==> config.mk <==
export PLATFORM = sky130hd
export DESIGN_NAME = hyperbus_cfg_loader
export DESIGN_NICKNAME = d
export VERILOG_FILES = /design/src/rtl/hyperbus_cfg_loader.sv
export SDC_FILE = /design/constraint.sdc
export NUM_CORES = 1
export LEC_CHECK = 0
export BUFFER_PORTS_ARGS = -buffer_cell sky130_fd_sc_hd__buf_2
export CAP_MARGIN = 20
export CORE_AREA = 2 2 349 351
export DETAILED_ROUTE_END_ITERATION = 16
export DIE_AREA = 0 0 351 353
export RECOVER_POWER = 25
export SYNTH_ARGS = -nofsm -noshare
export SYNTH_HDL_FRONTEND = slang
export SYNTH_SLANG_ARGS = --single-unit
==> constraint.sdc <==
create_clock -name clk_i -period 2.7 [get_ports clk_i]
set_clock_uncertainty 0.05 [all_clocks]
set_input_delay 0.27 -clock clk_i [delete_from_list [all_inputs] [get_ports clk_i]]
set_output_delay 0.27 -clock clk_i [all_outputs]
set_load 0.01 [all_outputs]
==> src/rtl/hyperbus_cfg_loader.sv <==
// hyperbus_cfg_loader: walks a table of {addr, data, mask} entries after a start
// pulse and programs them over a simple reg_req/reg_rsp bus. Each entry can be
// read back and compared under its mask. A load is aborted on a bus error, a
// read-back mismatch, or a request that waits too long for ready.
//
// Bus packing (flattened so the ports stay plain logic vectors):
//   reg_req_o = {addr, write, wdata, wstrb, valid}
//   reg_rsp_i = {rdata, error, ready}
module hyperbus_cfg_loader #(
    parameter int NumEntries    = 8,
    parameter int RegAddrWidth  = 32,
    parameter int RegDataWidth  = 32,
    parameter int VerifyWrites  = 1,
    parameter int TimeoutCycles = 1024,
    localparam int CntW  = $clog2(NumEntries + 1),
    localparam int IdxW  = (NumEntries > 1) ? $clog2(NumEntries) : 1,
    localparam int StrbW = RegDataWidth / 8,
    localparam int ReqW  = RegAddrWidth + 1 + RegDataWidth + StrbW + 1,
    localparam int RspW  = RegDataWidth + 2
) (
    input  logic                                 clk_i,
    input  logic                                 rst_ni,
    input  logic                                 start_i,
    input  logic [CntW-1:0]                      num_entries_i,
    input  logic [NumEntries*RegAddrWidth-1:0]   entry_addr_i,
    input  logic [NumEntries*RegDataWidth-1:0]   entry_data_i,
    input  logic [NumEntries*RegDataWidth-1:0]   entry_mask_i,
    output logic [ReqW-1:0]                      reg_req_o,
    input  logic [RspW-1:0]                      reg_rsp_i,
    output logic                                 busy_o,
    output logic                                 done_o,
    output logic                                 error_o,
    output logic [1:0]                           err_code_o,
    output logic [IdxW-1:0]                      err_idx_o
);

    localparam int WaitW = (TimeoutCycles > 1) ? $clog2(TimeoutCycles) : 1;

    localparam logic [1:0] CODE_NONE     = 2'd0;
    localparam logic [1:0] CODE_BUS      = 2'd1;
    localparam logic [1:0] CODE_MISMATCH = 2'd2;
    localparam logic [1:0] CODE_TIMEOUT  = 2'd3;

    typedef enum logic [1:0] {
        S_IDLE  = 2'd0,
        S_WRITE = 2'd1,
        S_READ  = 2'd2,
        S_DONE  = 2'd3
    } state_t;

    state_t            state_r, state_s;
    logic [CntW-1:0]   count_r, count_s;
    logic [IdxW-1:0]   idx_r, idx_s;
    logic [WaitW-1:0]  wait_r, wait_s;
    logic              error_r, error_s;
    logic [1:0]        code_r, code_s;
    logic [IdxW-1:0]   eidx_r, eidx_s;

    logic                    rsp_ready_s;
    logic                    rsp_error_s;
    logic [RegDataWidth-1:0] rsp_rdata_s;
    logic [RegAddrWidth-1:0] cur_addr_s;
    logic [RegDataWidth-1:0] cur_data_s;
    logic [RegDataWidth-1:0] cur_mask_s;
    logic [CntW-1:0]         num_clamped_s;
    logic                    last_s;

    // Any bit that differs between read-back and expected under the mask.
    function automatic logic readback_mismatch(input logic [RegDataWidth-1:0] rdata,
                                               input logic [RegDataWidth-1:0] expected,
                                               input logic [RegDataWidth-1:0] mask);
        return |((rdata ^ expected) & mask);
    endfunction

    assign rsp_ready_s   = reg_rsp_i[0];
    assign rsp_error_s   = reg_rsp_i[1];
    assign rsp_rdata_s   = reg_rsp_i[RspW-1:2];
    assign cur_addr_s    = entry_addr_i[int'(idx_r) * RegAddrWidth +: RegAddrWidth];
    assign cur_data_s    = entry_data_i[int'(idx_r) * RegDataWidth +: RegDataWidth];
    assign cur_mask_s    = entry_mask_i[int'(idx_r) * RegDataWidth +: RegDataWidth];
    assign num_clamped_s = (num_entries_i > CntW'(NumEntries)) ? CntW'(NumEntries) : num_entries_i;
    assign last_s        = ((CntW'(idx_r) + CntW'(1)) == count_r);

    // State and bookkeeping registers; async reset abandons any load in flight.
    always_ff @(posedge clk_i or negedge rst_ni) begin
        if (!rst_ni) begin
            state_r <= S_IDLE;
            count_r <= '0;
            idx_r   <= '0;
            wait_r  <= '0;
            error_r <= 1'b0;
            code_r  <= CODE_NONE;
            eidx_r  <= '0;
        end else begin
            state_r <= state_s;
            count_r <= count_s;
            idx_r   <= idx_s;
            wait_r  <= wait_s;
            error_r <= error_s;
            code_r  <= code_s;
            eidx_r  <= eidx_s;
        end
    end

    // Next-state logic: handshake on valid&ready, abort on error/mismatch/timeout.
    always_comb begin
        state_s = state_r;
        count_s = count_r;
        idx_s   = idx_r;
        wait_s  = wait_r;
        error_s = error_r;
        code_s  = code_r;
        eidx_s  = eidx_r;
        case (state_r)
            S_IDLE: begin
                if (start_i) begin
                    count_s = num_clamped_s;
                    idx_s   = '0;
                    wait_s  = '0;
                    error_s = 1'b0;
                    code_s  = CODE_NONE;
                    eidx_s  = '0;
                    state_s = (num_clamped_s == '0) ? S_DONE : S_WRITE;
                end else begin
                    state_s = S_IDLE;
                end
            end
            S_WRITE, S_READ: begin
                if (rsp_ready_s) begin
                    // Every accepted request starts a fresh wait window for the next one.
                    wait_s = '0;
                    if (rsp_error_s) begin
                        state_s = S_DONE;
                        error_s = 1'b1;
                        code_s  = CODE_BUS;
                        eidx_s  = idx_r;
                    end else if ((state_r == S_WRITE) && (VerifyWrites != 0)) begin
                        state_s = S_READ;
                    end else if ((state_r == S_READ) &&
                                 readback_mismatch(rsp_rdata_s, cur_data_s, cur_mask_s)) begin
                        state_s = S_DONE;
                        error_s = 1'b1;
                        code_s  = CODE_MISMATCH;
                        eidx_s  = idx_r;
                    end else if (last_s) begin
                        state_s = S_DONE;
                    end else begin
                        idx_s   = idx_r + IdxW'(1);
                        state_s = S_WRITE;
                    end
                end else if (wait_r == WaitW'(TimeoutCycles - 1)) begin
                    state_s = S_DONE;
                    error_s = 1'b1;
                    code_s  = CODE_TIMEOUT;
                    eidx_s  = idx_r;
                end else begin
                    wait_s = wait_r + WaitW'(1);
                end
            end
            S_DONE: begin
                state_s = S_IDLE;
            end
            default: begin
                state_s = S_IDLE;
            end
        endcase
    end

    // Request bus is a pure decode of the registered state and index; zero when idle.
    always_comb begin
        reg_req_o = '0;
        if (state_r == S_WRITE) begin
            reg_req_o = {cur_addr_s, 1'b1, cur_data_s, {StrbW{1'b1}}, 1'b1};
        end else if (state_r == S_READ) begin
            reg_req_o = {cur_addr_s, 1'b0, {RegDataWidth{1'b0}}, {StrbW{1'b0}}, 1'b1};
        end else begin
            reg_req_o = '0;
        end
    end

    assign busy_o     = (state_r == S_WRITE) || (state_r == S_READ);
    assign done_o     = (state_r == S_DONE);
    assign error_o    = error_r;
    assign err_code_o = code_r;
    assign err_idx_o  = eidx_r;

endmodule
After elaboration in Yosys (flattened, before gate mapping)
Cells that the tools add are included.
{"block": "op_classes", "n_addsub": 3, "n_mul": 0, "n_div": 0, "n_lt_le_gt_ge": 1, "n_eq_ne": 15, "shifts": 3, "mux": 42, "bitwise": 2, "reduce_logical": 11}
{"op": "indexed part select 256 x 9 -> 32 bit", "count": 3}
{"op": "two-way mux 70 bit", "count": 2}
{"op": "two-way mux 3 bit", "count": 11}
{"op": "AND 32 bit", "count": 1}
{"op": "OR reduction 32 bit", "count": 1}
{"op": "bitwise XOR 32 bit", "count": 1}
{"op": "two-way mux 10 bit", "count": 3}
{"op": "two-way mux 2 bit", "count": 13}
{"op": "one-hot mux 10 bit (2 select lines)", "count": 1}
{"op": "!= test 2 bit, second input constant", "count": 6}
{"op": "one-hot mux 3 bit (2 select lines)", "count": 2}
{"op": "adder 10 x 1 -> 10 bit, second input constant", "count": 1}
{"op": "== test 10 bit, second input constant", "count": 1}
{"op": "!= test 4 bit, second input constant", "count": 2}
{"op": "AND reduction 7 bit", "count": 1}
{"op": "two-way mux 1 bit", "count": 6}
{"op": "!= test 3 bit, second input constant", "count": 2}
{"op": "one-hot mux 2 bit (3 select lines)", "count": 1}
{"op": "AND reduction 5 bit", "count": 1}
{"op": "adder 3 x 1 -> 4 bit, second input constant", "count": 1}
{"op": "== test 2 bit, second input constant", "count": 2}
{"op": "== test 4 bit", "count": 1}
{"op": "greater-than comparator 4 bit, second input constant", "count": 1}
{"op": "logical NOT 4 bit", "count": 1}
{"op": "other kinds (12)", "count": 12}
{"block": "totals", "ff_bits": 25, "latch_bits": 0, "ram_bits": 0, "mem_bits_ro": 0, "input_bits": 809, "out_inout_bits": 78, "elab_cells": 84, "n_memories": 0}

Depth between registers and ports, before layout
Gate-level depths: netlist (run 1).
{"block": "depth", "depth_word": 10, "depth_mapped": 12, "mapped_depth_nobuf": 10}

Least setup slack after synthesis (run 1)
OpenSTA, ideal clock, no wires.
{"block": "synth_path", "path_type": "register to output", "from": "register idx_r[0]", "to": "output reg_req_o[42]", "t_arrival_ps": 2618, "t_required_ps": 2380, "setup_slack_ps": -238, "path_stages_with_launch": 9, "cell_sequence": "dfrtp_1 buf_6 buf_4 buf_1 buf_1 buf_2 mux4_2 mux2i_1 nor2_1"}
{"block": "synth_between", "elab_chain_cells": 3}
{"element": "start, declared", "line_no": "53", "text": "logic [IdxW-1:0] idx_r, idx_s;"}
{"element": "start signal, assigned", "line_no": "97", "text": "idx_r <= idx_s;"}
{"element": "indexed part select 256 x 9 -> 32 bit (*)", "line_no": "78", "text": "assign cur_addr_s = entry_addr_i[int'(idx_r) * RegAddrWidth +: RegAddrWidth];"}
{"element": "two-way mux 70 bit", "line_no": "174", "text": "end else if (state_r == S_READ) begin"}
{"element": "two-way mux 70 bit (*)", "line_no": "172", "text": "if (state_r == S_WRITE) begin"}
{"element": "end, declared", "line_no": "28", "text": "output logic [ReqW-1:0] reg_req_o,"}
Every way passes the cells marked *; elsewhere a longest branch is shown, timed or not.

Worst setup path in the final report (run 1)
{"block": "layout_path", "from": "register idx_r[0]", "to": "register idx_r[0]"}
{"block": "layout_between", "elab_chain_cells": 7, "word_cells_on_any_way": 18}
{"element": "indexed part select 256 x 9 -> 32 bit or adder 3 x 1 -> 3 bit (tied branches)", "line_no": "79, 148"}
{"element": "bitwise XOR 32 bit or two-way mux 3 bit (tied branches)", "line_no": "72, 145"}
{"element": "AND 32 bit or two-way mux 3 bit (tied branches)", "line_no": "72, 139"}
{"element": "OR reduction 32 bit or two-way mux 3 bit (tied branches)", "line_no": "72, 137"}
{"element": "logical AND 1 bit or two-way mux 3 bit (tied branches)", "line_no": "139, 132"}
{"element": "!= test 2 bit (no source line) or two-way mux 3 bit (tied branches)"}
{"element": "AND reduction 7 bit (no source line) or one-hot mux 3 bit (2 select lines) (tied branches)"}
Parallel ways exist; a longest one is shown, timed or not. The select of a mux whose other input is x is not followed.
A chain may end at the register's enable or synchronous reset.

==> flow_summary_export.csv, run 1 <==
group,metric,value,unit
drt,drt_iter0_markers,1031,
placed_design,dp_hpwl,95.81,mm
final_layout,layout.nets,2435,
drt,final_antenna_net_count,0,
cts,cts_sinks,25,
power_and_ir_drop,power_density,990.5,nW/um^2
yosys,postSynth.topFlopCell,"dfrtp_1",
sta,finalMaxSlewViolations,26,
yosys,synth.distinct_cells,41,
global_routing,met3_usage,4.493,%
setup_path,path_class,"reg -> reg",
global_routing,grt_pass1_wl,126.5,mm
placed_design,portBuffers,886,
die,num_rows,128,
setup_path,path_buf_inv,5,
yosys,yosysMostFrequentCell,"mux4_2",
drt,drt_wl_total,105.3,mm
yosys,postSynthCellCount,609,
cts,cts_made_buffers,3,
yosys,synthArstFlopShare,100.0,%
yosys,synthTopCellsByCount,"mux4_2, mux2i_1, nor2_1",
sta,rsz0062_at_grt,"true",
final_layout,drive_above_1_share,84.81,%
worst_hold_path,hold_path.class,"in -> reg",
status,status,"complete, but fails checks",
setup_path,crit_chain,"buf_12 -> buf_8 -> buf_6 -> mux4_2 -> mux2_4 -> xnor2_4 -> o22ai_4 -> nor4_4 -> nand4_1 -> buf_6 -> a21oi_4 -> nand4b_1 -> o211ai_1 -> buf_4",
drt,post_drt_via_cell_ratio,3.580,
cts,cts_tree,"yes",
yosys,yosysTopAreaCell,"mux4_2",
yosys,yosys_warnings,0,
drt,dr.pass1.iters,6,
setup_path,startpoint_type,"flop",
setup_path,cpMostUsedCell,"buf_6",
sta,setup_violations,45,
setup_path,slowest_delay,550,ps
placed_design,dp.cells,3191,
sta,fmax,0.2652,GHz
placed_design,place_congestion,0.9590,
placed_design,dp_slack,-1587,ps
global_routing,grt_pass1_vias,11653,
power_and_ir_drop,peakVddDrop,0.4298,mV
die,die-area,123900,sq um
setup_path,crit_family,"buffers and inverters",
die,die_w,351,um
sta,tightest_slew,1756,ps
yosys,synth.avg_cell_area,12.68,sq um
sta,hold_violations,0,
global_routing,grt_use_met1,16.35,%
yosys,synth_top_area_share,55.99,%
cts,htreeDepth,1,
final_layout,fin_cells,3281,
power_and_ir_drop,p_leak,7.242,nW
sta,finalCriticalPeriod,3771,ps
cts,clockRootBuffer,"clkbuf_16",
global_routing,grt_max_degree,69,
cts,cts_buffer_depth,2,
sta,post-route-period-util,139.7,%
die,fp.coreArea,120600,sq um
drt,vias,11745,
yosys,synthesis.nets,1424,
yosys,synth_edf_count,0,
setup_path,cp_slowest_cell,"dfrtp_4",
run,maxCapViolations,1,
global_routing,track_usage,16.06,%
yosys,seq_area_frac_synth,8.101,%
die,ioPinCount,887,
setup_path,worstPathMaxFanout,8,
sta,fin_ws,-1071,ps
global_routing,grt-ovfl-total,0,
sta,relSlewSlack,-17.07,%
status,violations,"max-capacitance violations, max-slew violations, negative setup slack",
setup_path,cp.required,2880,ps
global_routing,grt.busiest_layer,"met2",
drt,wl_per_cell,32.11,um
yosys,ys_top_cells_by_area,"mux4_2, mux2i_1, dfrtp_1",
setup_path,arrival,3950,ps
die,die_h,353,um
cts,clk_latency,290,ps
cts,clk_pin_slew,90,ps
setup_path,worstSetupEndpointType,"flop",
yosys,ys_ff_latch,25,
drt,route.detailed.drc,0,
global_routing,met2_usage,32.20,%
final_layout,area_growth,116.9,%
yosys,synth_area,7722,sq um
global_routing,antenna_found_initial,181,
die,start_util,6.404,%
registers in the layout, summed over array words and instances, names as in the netlist:
signal,cells
count_r,4
err_code_o,2
err_idx_o,3
error_o,1
idx_r,3
state_r,2
wait_r,10
metrics by stage:
step / util, % / power (mW) / setup TNS (ps) / hold WS [ps] / instance area (sq um)
floorplan: - / 7.342 / -268.0 / -75.59 / 7761
detailed placement: 12.48 / 13.84 / -26450 / 324.6 / 15050
CTS: 13.27 / 16.01 / -18950 / 7.810 / 16010
global placement: 12.48 / 13.84 / -25830 / 337.6 / 15050
finish: 13.89 / 16.59 / -14580 / 211.0 / 16750
global route: 13.85 / 17.66 / -19660 / 232.0 / 16700
cell usage in the layout, fill, tap and decap left out, drive strengths merged:
master / count
nand4b: 1
xor2: 7
ha: 6
a31oi: 1
and4: 1
diode: 37
a21oi: 8
nand3: 3
a41o: 1
xnor2: 38
nand2b: 4
o211ai: 2
dfrtp: 25
buf: 1067
o31ai: 1
or4: 1
nand2: 15
a211oi: 1
o21ai: 6
bufbuf: 1
clkbuf: 8
mux4: 192
a32o: 1
a2bb2oi: 1
nor3: 2
o22ai: 16
nor3b: 1
inv: 10
nor2: 52
nor4: 4
and3: 1
and2: 33
o32ai: 1
nor2b: 1
nand4: 5
mux2i: 68
mux2: 34
cell families after synthesis:
| family | Yosys count | synth area share [%] |
|---|---|---|
| flops | 25 | 8.101 |
| simple gates | 124 | 7.891 |
| compound gates | 39 | 3.257 |
| xor+xnor | 45 | 5.104 |
| buf+inv | 76 | 4.909 |
| mux | 294 | 69.77 |
| fa+ha+maj | 6 | 0.9721 |
path summary, 6_finish.rpt:
kind                                        start                         to  slack, ps  depth (start not counted)
setup / recovery             idx_r[0]$_DFFE_PN0P_       idx_r[0]$_DFFE_PN0P_      -1070                         14
hold / removal                   num_entries_i[0]     count_r[0]$_DFFE_PN0P_        210                          3
setup reg to reg             idx_r[0]$_DFFE_PN0P_       idx_r[0]$_DFFE_PN0P_      -1070                         14
hold reg to reg            count_r[2]$_DFFE_PN0P_     count_r[2]$_DFFE_PN0P_        460                          2
max in group asynchronous                  rst_ni       idx_r[0]$_DFFE_PN0P_        970                          1
min in group asynchronous                  rst_ni  err_code_o[0]$_DFFE_PN0P_        380                          1
routing by layer:
metal,wire length [um],vias to the layer above
met5,429,-
met3,8923,366
met4,3555,68
met2,57470,1004
met1,34960,5688
li1,-,4619
area by class of cell:
| cell class | count | area, sq um |
|---|---|---|
| tap | 1625 | 2033 |
| sequential | 25 | 636.9 |
| clock buffer | 3 | 75.07 |
| fill | 13822 | 103800 |
| antenna | 37 | 92.59 |
| inverter | 9 | 33.78 |
| timing repair buffer | 1073 | 6500 |
| clock inverter | 1 | 8.758 |
| multi-input combinational | 508 | 7367 |
power by group:
group / switching (mW) / internal, mW / total, mW
clock network: 0.192 / 0.207 / 0.399
registers: 0.124 / 0.508 / 0.632
logic: 7.53 / 8.02 / 15.6
total: 7.85 / 8.74 / 16.6
tightest hold or removal path, stage by stage:
cell,delay (ps)
buf_2,110
nand2b_1,60
o21ai_0,70
repair_timing:
action	4_1_cts	5_1_grt
gates cloned	5	4
setup buffers	11	33
pin swaps	2	12
hold buffers	0	0
endpoints found under the setup margin	56	66
hold endpoints to repair	0	0
gates resized for setup	145	83
Power figures use the tool's default switching activity.
==> inputs of run 2 (changes only) <==
ABC_AREA = 1   (was not set)
CORE_AREA = 2 2 342 344   (was 2 2 349 351)
DIE_AREA = 0 0 344 346   (was 0 0 351 353)
==> flow_summary_export.csv, run 2 <==
group,metric,value,unit
status,status,"complete, but fails checks",
status,violations,"max-capacitance violations, max-slew violations, negative setup slack",
power_and_ir_drop,p_leak,11.54,nW
setup_path,worstSetupEndpointType,"output pin",
setup_path,worst-r2r-setup-slack,-140,ps
drt,post_drt_via_cell_ratio,4.062,
die,die_h,346,um
cts,cts_made_buffers,3,
die,die_w,344,um
global_routing,grt_pass1_vias,18057,
cts,clk_latency,280,ps
final_layout,layout.nets,3995,
power_and_ir_drop,total_power,22.04,mW
drt,final_antenna_net_count,0,
sta,tightest_slew,1629,ps
setup_path,startpoint_type,"flop",
worst_hold_path,hold_path.class,"in -> reg",
drt,highest_layer,"met5",
cts,clk_pin_slew,80,ps
yosys,ys_top_cells_by_area,"nand2_1, nand3_1, nor2_1",
drt,drt_iter0_markers,1278,
final_layout,regMostFlops,"wait_r",
global_routing,track_usage,17.72,%
die,ioPinCount,887,
sta,fin_setup_tns,-3864,ps
global_routing,antenna_found_initial,59,
power_and_ir_drop,peakVddDrop,0.4972,mV
run,maxCapViolations,1,
placed_design,place_congestion,0.9619,
drt,wl_met1,44.20,mm
sta,post-route-period-util,106.6,%
final_layout,drive_above_1_share,52.09,%
setup_path,cp.required,2380,ps
yosys,postSynthCellCount,2095,
final_layout,reg.largest.list,"wait_r: 10 flops, count_r: 4 flops",
die,start_util,8.418,%
yosys,synth.distinct_cells,34,
die,num_rows,125,
die,fp.coreArea,115400,sq um
yosys,yosys_warnings,0,
final_layout,area_growth,128.1,%
sta,fin_ws,-178.2,ps
yosys,seq_area_frac_synth,6.438,%
placed_design,dp_hpwl,90.93,mm
sta,relSlewSlack,-8.581,%
cts,cts_sinks,25,
sta,hold_violations,0,
drt,vias,19169,
sta,finalCriticalPeriod,2878,ps
setup_path,path_class,"reg -> out",
global_routing,grt_max_degree,65,
final_layout,fin_cells,4719,
sta,rsz0062_at_grt,"true",
setup_path,worstPathMaxFanout,6,
global_routing,grt-ovfl-total,0,
global_routing,grt_pass1_wl,145.3,mm
yosys,yosysMostFrequentCell,"nand2_1",
yosys,ys_ff_latch,25,
cts,htreeDepth,1,
yosys,synth_edf_count,0,
yosys,synthArstFlopShare,100.0,%
final_layout,fillers,13276,
final_layout,largest_reg_flops,10,
drt,route.detailed.drc,0,
placed_design,dp.cells,4569,
yosys,synthTopCellsByCount,"nand2_1, nand3_1, nor2_1",
yosys,synth.avg_cell_area,4.638,sq um
drt,wl_met2,58.30,mm
yosys,synthesis.nets,2910,
power_and_ir_drop,power_density,994.2,nW/um^2
placed_design,dp_slack,-1000,ps
yosys,synth_top_area_share,28.43,%
cts,cts_buffer_depth,2,
yosys,synth_area,9717,sq um
drt,drt_wl_total,114.6,mm
cts,clockRootBuffer,"clkbuf_16",
drt,met3_wirelength,6.640,mm
final_layout,mostFrequentLayoutCells,"buf_2, nand2_1, nand3_1",
sta,fmax,0.3474,GHz
drt,wl_per_cell,24.29,um
final_layout,layout_commonest_cell,"buf_2",
sta,finalMaxSlewViolations,26,
final_layout,final_util,19.21,%
cts,cts_tree,"yes",
placed_design,portBuffers,886,
yosys,yosysTopAreaCell,"nand2_1",
sta,setup_violations,36,
setup_path,arrival,2560,ps
die,die-area,119000,sq um
drt,dr.pass1.iters,6,
yosys,postSynth.topFlopCell,"dfrtp_1",
[run 2: routing by layer]
metal	global-route usage [%]	up-vias
li1	-	8899
met1	20.49	9004
met2	33.23	1031
met3	2.064	223
met4	5.927	12
met5	0	-
[run 2: final cells by class]
type                            instances  area (sq um)  share of cell area [%]
Multi-Input combinational cell       1701          9527                   42.97
Timing Repair Buffer                 1238          9144                   41.25
Tap cell                             1524          1907                   8.601
Inverter                              210         815.8                   3.680
Sequential cell                        25         636.9                   2.873
Clock buffer                            3         75.07                  0.3386
Antenna cell                           16         40.04                  0.1806
Timing Repair inverter                  1         16.27                 0.07337
Clock inverter                          1         7.507                 0.03386
[run 2: kinds of logic (layout without fill, tap and decap cells)]
kind of cell / Yosys count / count (layout) / share of synthesized area, %
AO/OA/AOI/OAI: 244 / 244 / 14.65
XOR/XNOR: 3 / 3 / 0.2705
adder cells (fa/ha/maj): 6 / 6 / 0.7726
buffers and inverters: 370 / 1453 / 16.79
flip-flops: 25 / 25 / 6.438
other: 0 / 16 / 0
AND/OR/NAND/NOR: 1447 / 1448 / 61.07
[run 2: final timing paths]
path,to,depth (start not counted),start
max reg2reg,idx_r[1]$_DFFE_PN0P_,19,idx_r[0]$_DFFE_PN0P_
min,count_r[0]$_DFFE_PN0P_,3,num_entries_i[0]
min in group asynchronous,err_idx_o[0]$_DFFE_PN0P_,2,rst_ni
min reg2reg,wait_r[1]$_DFFE_PN0P_,2,wait_r[1]$_DFFE_PN0P_
max in group asynchronous,idx_r[0]$_DFFE_PN0P_,2,rst_ni
max,reg_req_o[55],12,idx_r[0]$_DFFE_PN0P_
[run 2: worst max-delay path, stage by stage (launching register included)]
cell and delay [ps]:
dfrtp_4 530, clkinv_8 100, buf_12 150, buf_6 110
buf_12 120, buf_16 130, buf_12 150, buf_12 130
o21ai_1 80, o22ai_2 160, nor2_1 70, a311oi_2 290
buf_4 230
[run 2: repair_timing]
action / 4_1_cts / 5_1_grt
hold buffers: 1 / 0
gates resized for setup: 445 / 330
buffers inserted: 58 / 41
cloned: 35 / 15
setup endpoints to repair: 44 / 51
pin swaps: 91 / 160
hold endpoints to repair: 25 / 0
[run 2: report_power, final]
| group | switching (mW) | internal (mW) |
|---|---|---|
| clock | 0.169 | 0.203 |
| sequential | 0.124 | 0.494 |
| combinational | 12.0 | 9.06 |
| total | 12.3 | 9.76 |
[run 2: per-stage QoR]
stage | instance area [sq um] | hold WS [ps]
final | 22170 | 186.9
after global routing | 22160 | 189.6
after detailed placement | 17360 | 292.5
after CTS | 20440 | 188.4
after floorplan | 9717 | -75.59
after global placement | 17360 | 284.2
==> inputs of run 3 (changes only) <==
CORE_AREA = 2 2 347 349   (was 2 2 342 344)
CTS_BUF_LIST = sky130_fd_sc_hd__clkbuf_4 sky130_fd_sc_hd__clkbuf_8   (was not set)
CTS_CLUSTER_DIAMETER = 60   (was not set)
DIE_AREA = 0 0 349 351   (was 0 0 344 346)
==> flow_summary_export.csv, run 3 (synthesis gave the netlist of run 2 again) <==
group,metric,value,unit
drt,wl_per_cell,22.50,um
die,die_w,349,um
global_routing,grt_pass1_wl,134.7,mm
die,fp.coreArea,119000,sq um
final_layout,regMostFlops,"wait_r",
drt,route.detailed.drc,0,
cts,clk_pin_slew,100,ps
placed_design,portBuffers,886,
sta,post-route-period-util,112.2,%
global_routing,grt_pass1_vias,17415,
sta,finalCriticalPeriod,3030,ps
sta,fmax,0.3301,GHz
final_layout,reg.largest.list,"wait_r: 10 flops, count_r: 4 flops",
sta,tightest_slew,1542,ps
final_layout,drive_above_1_share,48.18,%
power_and_ir_drop,p_int,8.736,mW
final_layout,layout_commonest_cell,"buf_2",
power_and_ir_drop,total_power,20.05,mW
die,start_util,8.164,%
power_and_ir_drop,power_switching_share,56.42,%
drt,post_drt_via_cell_ratio,3.998,
placed_design,dp_slack,-1336,ps
cts,clockRootBuffer,"clkbuf_8",
cts,cts_tree,"yes",
global_routing,grt_max_degree,65,
power_and_ir_drop,seqPwrFrac,3.2,%
worst_hold_path,hold_path.class,"in -> reg",
cts,clk_latency,290,ps
setup_path,cp.required,2380,ps
final_layout,final_util,17.65,%
setup_path,arrival,2710,ps
final_layout,layout.nets,3954,
die,die_h,351,um
drt,drt_wl_total,105.8,mm
placed_design,dp_hpwl,87.81,mm
sta,fin_ws,-329.8,ps
final_layout,fin_area,21010,sq um
final_layout,fin_cells,4702,
final_layout,fillers,13888,
setup_path,startpoint_type,"flop",
sta,fin_setup_tns,-8121,ps
placed_design,placed_area,17540,sq um
setup_path,worstSetupEndpointType,"output pin",
power_and_ir_drop,power_density,954.1,nW/um^2
sta,rsz0062_at_grt,"true",
placed_design,place_congestion,0.9713,
setup_path,path_class,"reg -> out",
setup_path,worstPathMaxFanout,8,
sta,relSlewSlack,-2.797,%
power_and_ir_drop,clkPwrFrac,1.2,%
cts,cts_sinks,25,
global_routing,grt-ovfl-total,0,
final_layout,area_growth,116.2,%
sta,finalMaxSlewViolations,26,
sta,hold_violations,0,
drt,drt_iter0_markers,1758,
status,status,"complete, but fails checks",
sta,whs,155.2,ps
final_layout,mostFrequentLayoutCells,"buf_2, nand2_1, nand3_1",
placed_design,dp.cells,4597,
cts,htreeDepth,1,
status,violations,"max-capacitance violations, max-slew violations, negative setup slack",
drt,final_antenna_net_count,0,
global_routing,antenna_found_initial,45,
power_and_ir_drop,combPwrFrac,95.6,%
cts,cts_buffer_depth,2,
sta,setup_violations,43,
power_and_ir_drop,p_leak,11.08,nW
run,maxCapViolations,1,
power_and_ir_drop,switchingPower,11.31,mW
drt,dr.pass1.iters,6,
die,num_rows,127,
power_and_ir_drop,peakVddDrop,0.4037,mV
cts,cts_made_buffers,3,
final_layout,largest_reg_flops,10,
drt,vias,18799,
global_routing,track_usage,15.70,%
die,ioPinCount,887,
die,die-area,122500,sq um
==> run 3: critical path, cell delays in order (launching register included) <==
cell,delay [ps]
dfrtp_4,610
clkinv_16,180
buf_12,180
buf_16,150
buf_12,130
clkbuf_16,170
buf_12,130
o21ai_2,110
o22ai_2,110
buf_6,180
nor2_4,70
a311oi_2,40
buf_4,190
buf_6,130
==> run 3: layout make-up <==
| class | instances | area [sq um] | share of cell area, % |
|---|---|---|---|
| antenna | 16 | 40.04 | 0.1906 |
| clock buffer | 3 | 41.29 | 0.1965 |
| clock inverter | 1 | 7.507 | 0.03573 |
| inverter | 210 | 824.5 | 3.924 |
| multi-input combinational | 1701 | 9009 | 42.88 |
| sequential | 25 | 636.9 | 3.031 |
| tap | 1548 | 1937 | 9.218 |
| timing repair buffer | 1196 | 8469 | 40.31 |
| timing repair inverter | 2 | 46.29 | 0.2203 |
==> run 3: what timing repair did <==
action / 4_1_cts / 5_1_grt
buffers inserted: 37 / 30
endpoints found under the hold margin: 25 / 0
gates resized for setup: 395 / 223
setup endpoints to repair: 60 / 62
pin swaps: 73 / 96
gates cloned: 18 / 11
hold buffers: 1 / 0
==> run 3: worst paths after layout <==
kind	slack, ps	cells after the start	endpoint	from
setup reg to reg	-250	21	err_idx_o[1]$_DFFE_PN0P_	idx_r[0]$_DFFE_PN0P_
max in group asynchronous	660	2	idx_r[0]$_DFFE_PN0P_	rst_ni
hold / removal	160	2	count_r[1]$_DFFE_PN0P_	num_entries_i[1]
min in group asynchronous	840	2	err_idx_o[2]$_DFFE_PN0P_	rst_ni
hold reg to reg	440	2	err_idx_o[0]$_DFFE_PN0P_	err_idx_o[0]$_DFFE_PN0P_
setup / recovery	-330	13	reg_req_o[42]	idx_r[0]$_DFFE_PN0P_
==> run 3: power groups by stage <==
stage / Combinational (mW) / Sequential (mW) / Clock (mW)
2_1_floorplan: 6.64 / 0.566 / 0
3_3_place_gp: 14.8 / 0.630 / 0
3_5_place_dp: 14.7 / 0.635 / 0
4_1_cts: 17.9 / 0.658 / 0.260
5_1_grt: 20.6 / 0.653 / 0.270
6_report: 19.2 / 0.634 / 0.248
==> run 3: routing by layer <==
layer / global-route usage, % / wire length [um] / vias to the layer above
li1: - / - / 8789
met1: 18.46 / 41620 / 8759
met2: 28.61 / 53120 / 1039
met3: 2.316 / 6419 / 196
met4: 5.806 / 4543 / 16
met5: 0 / 96 / -
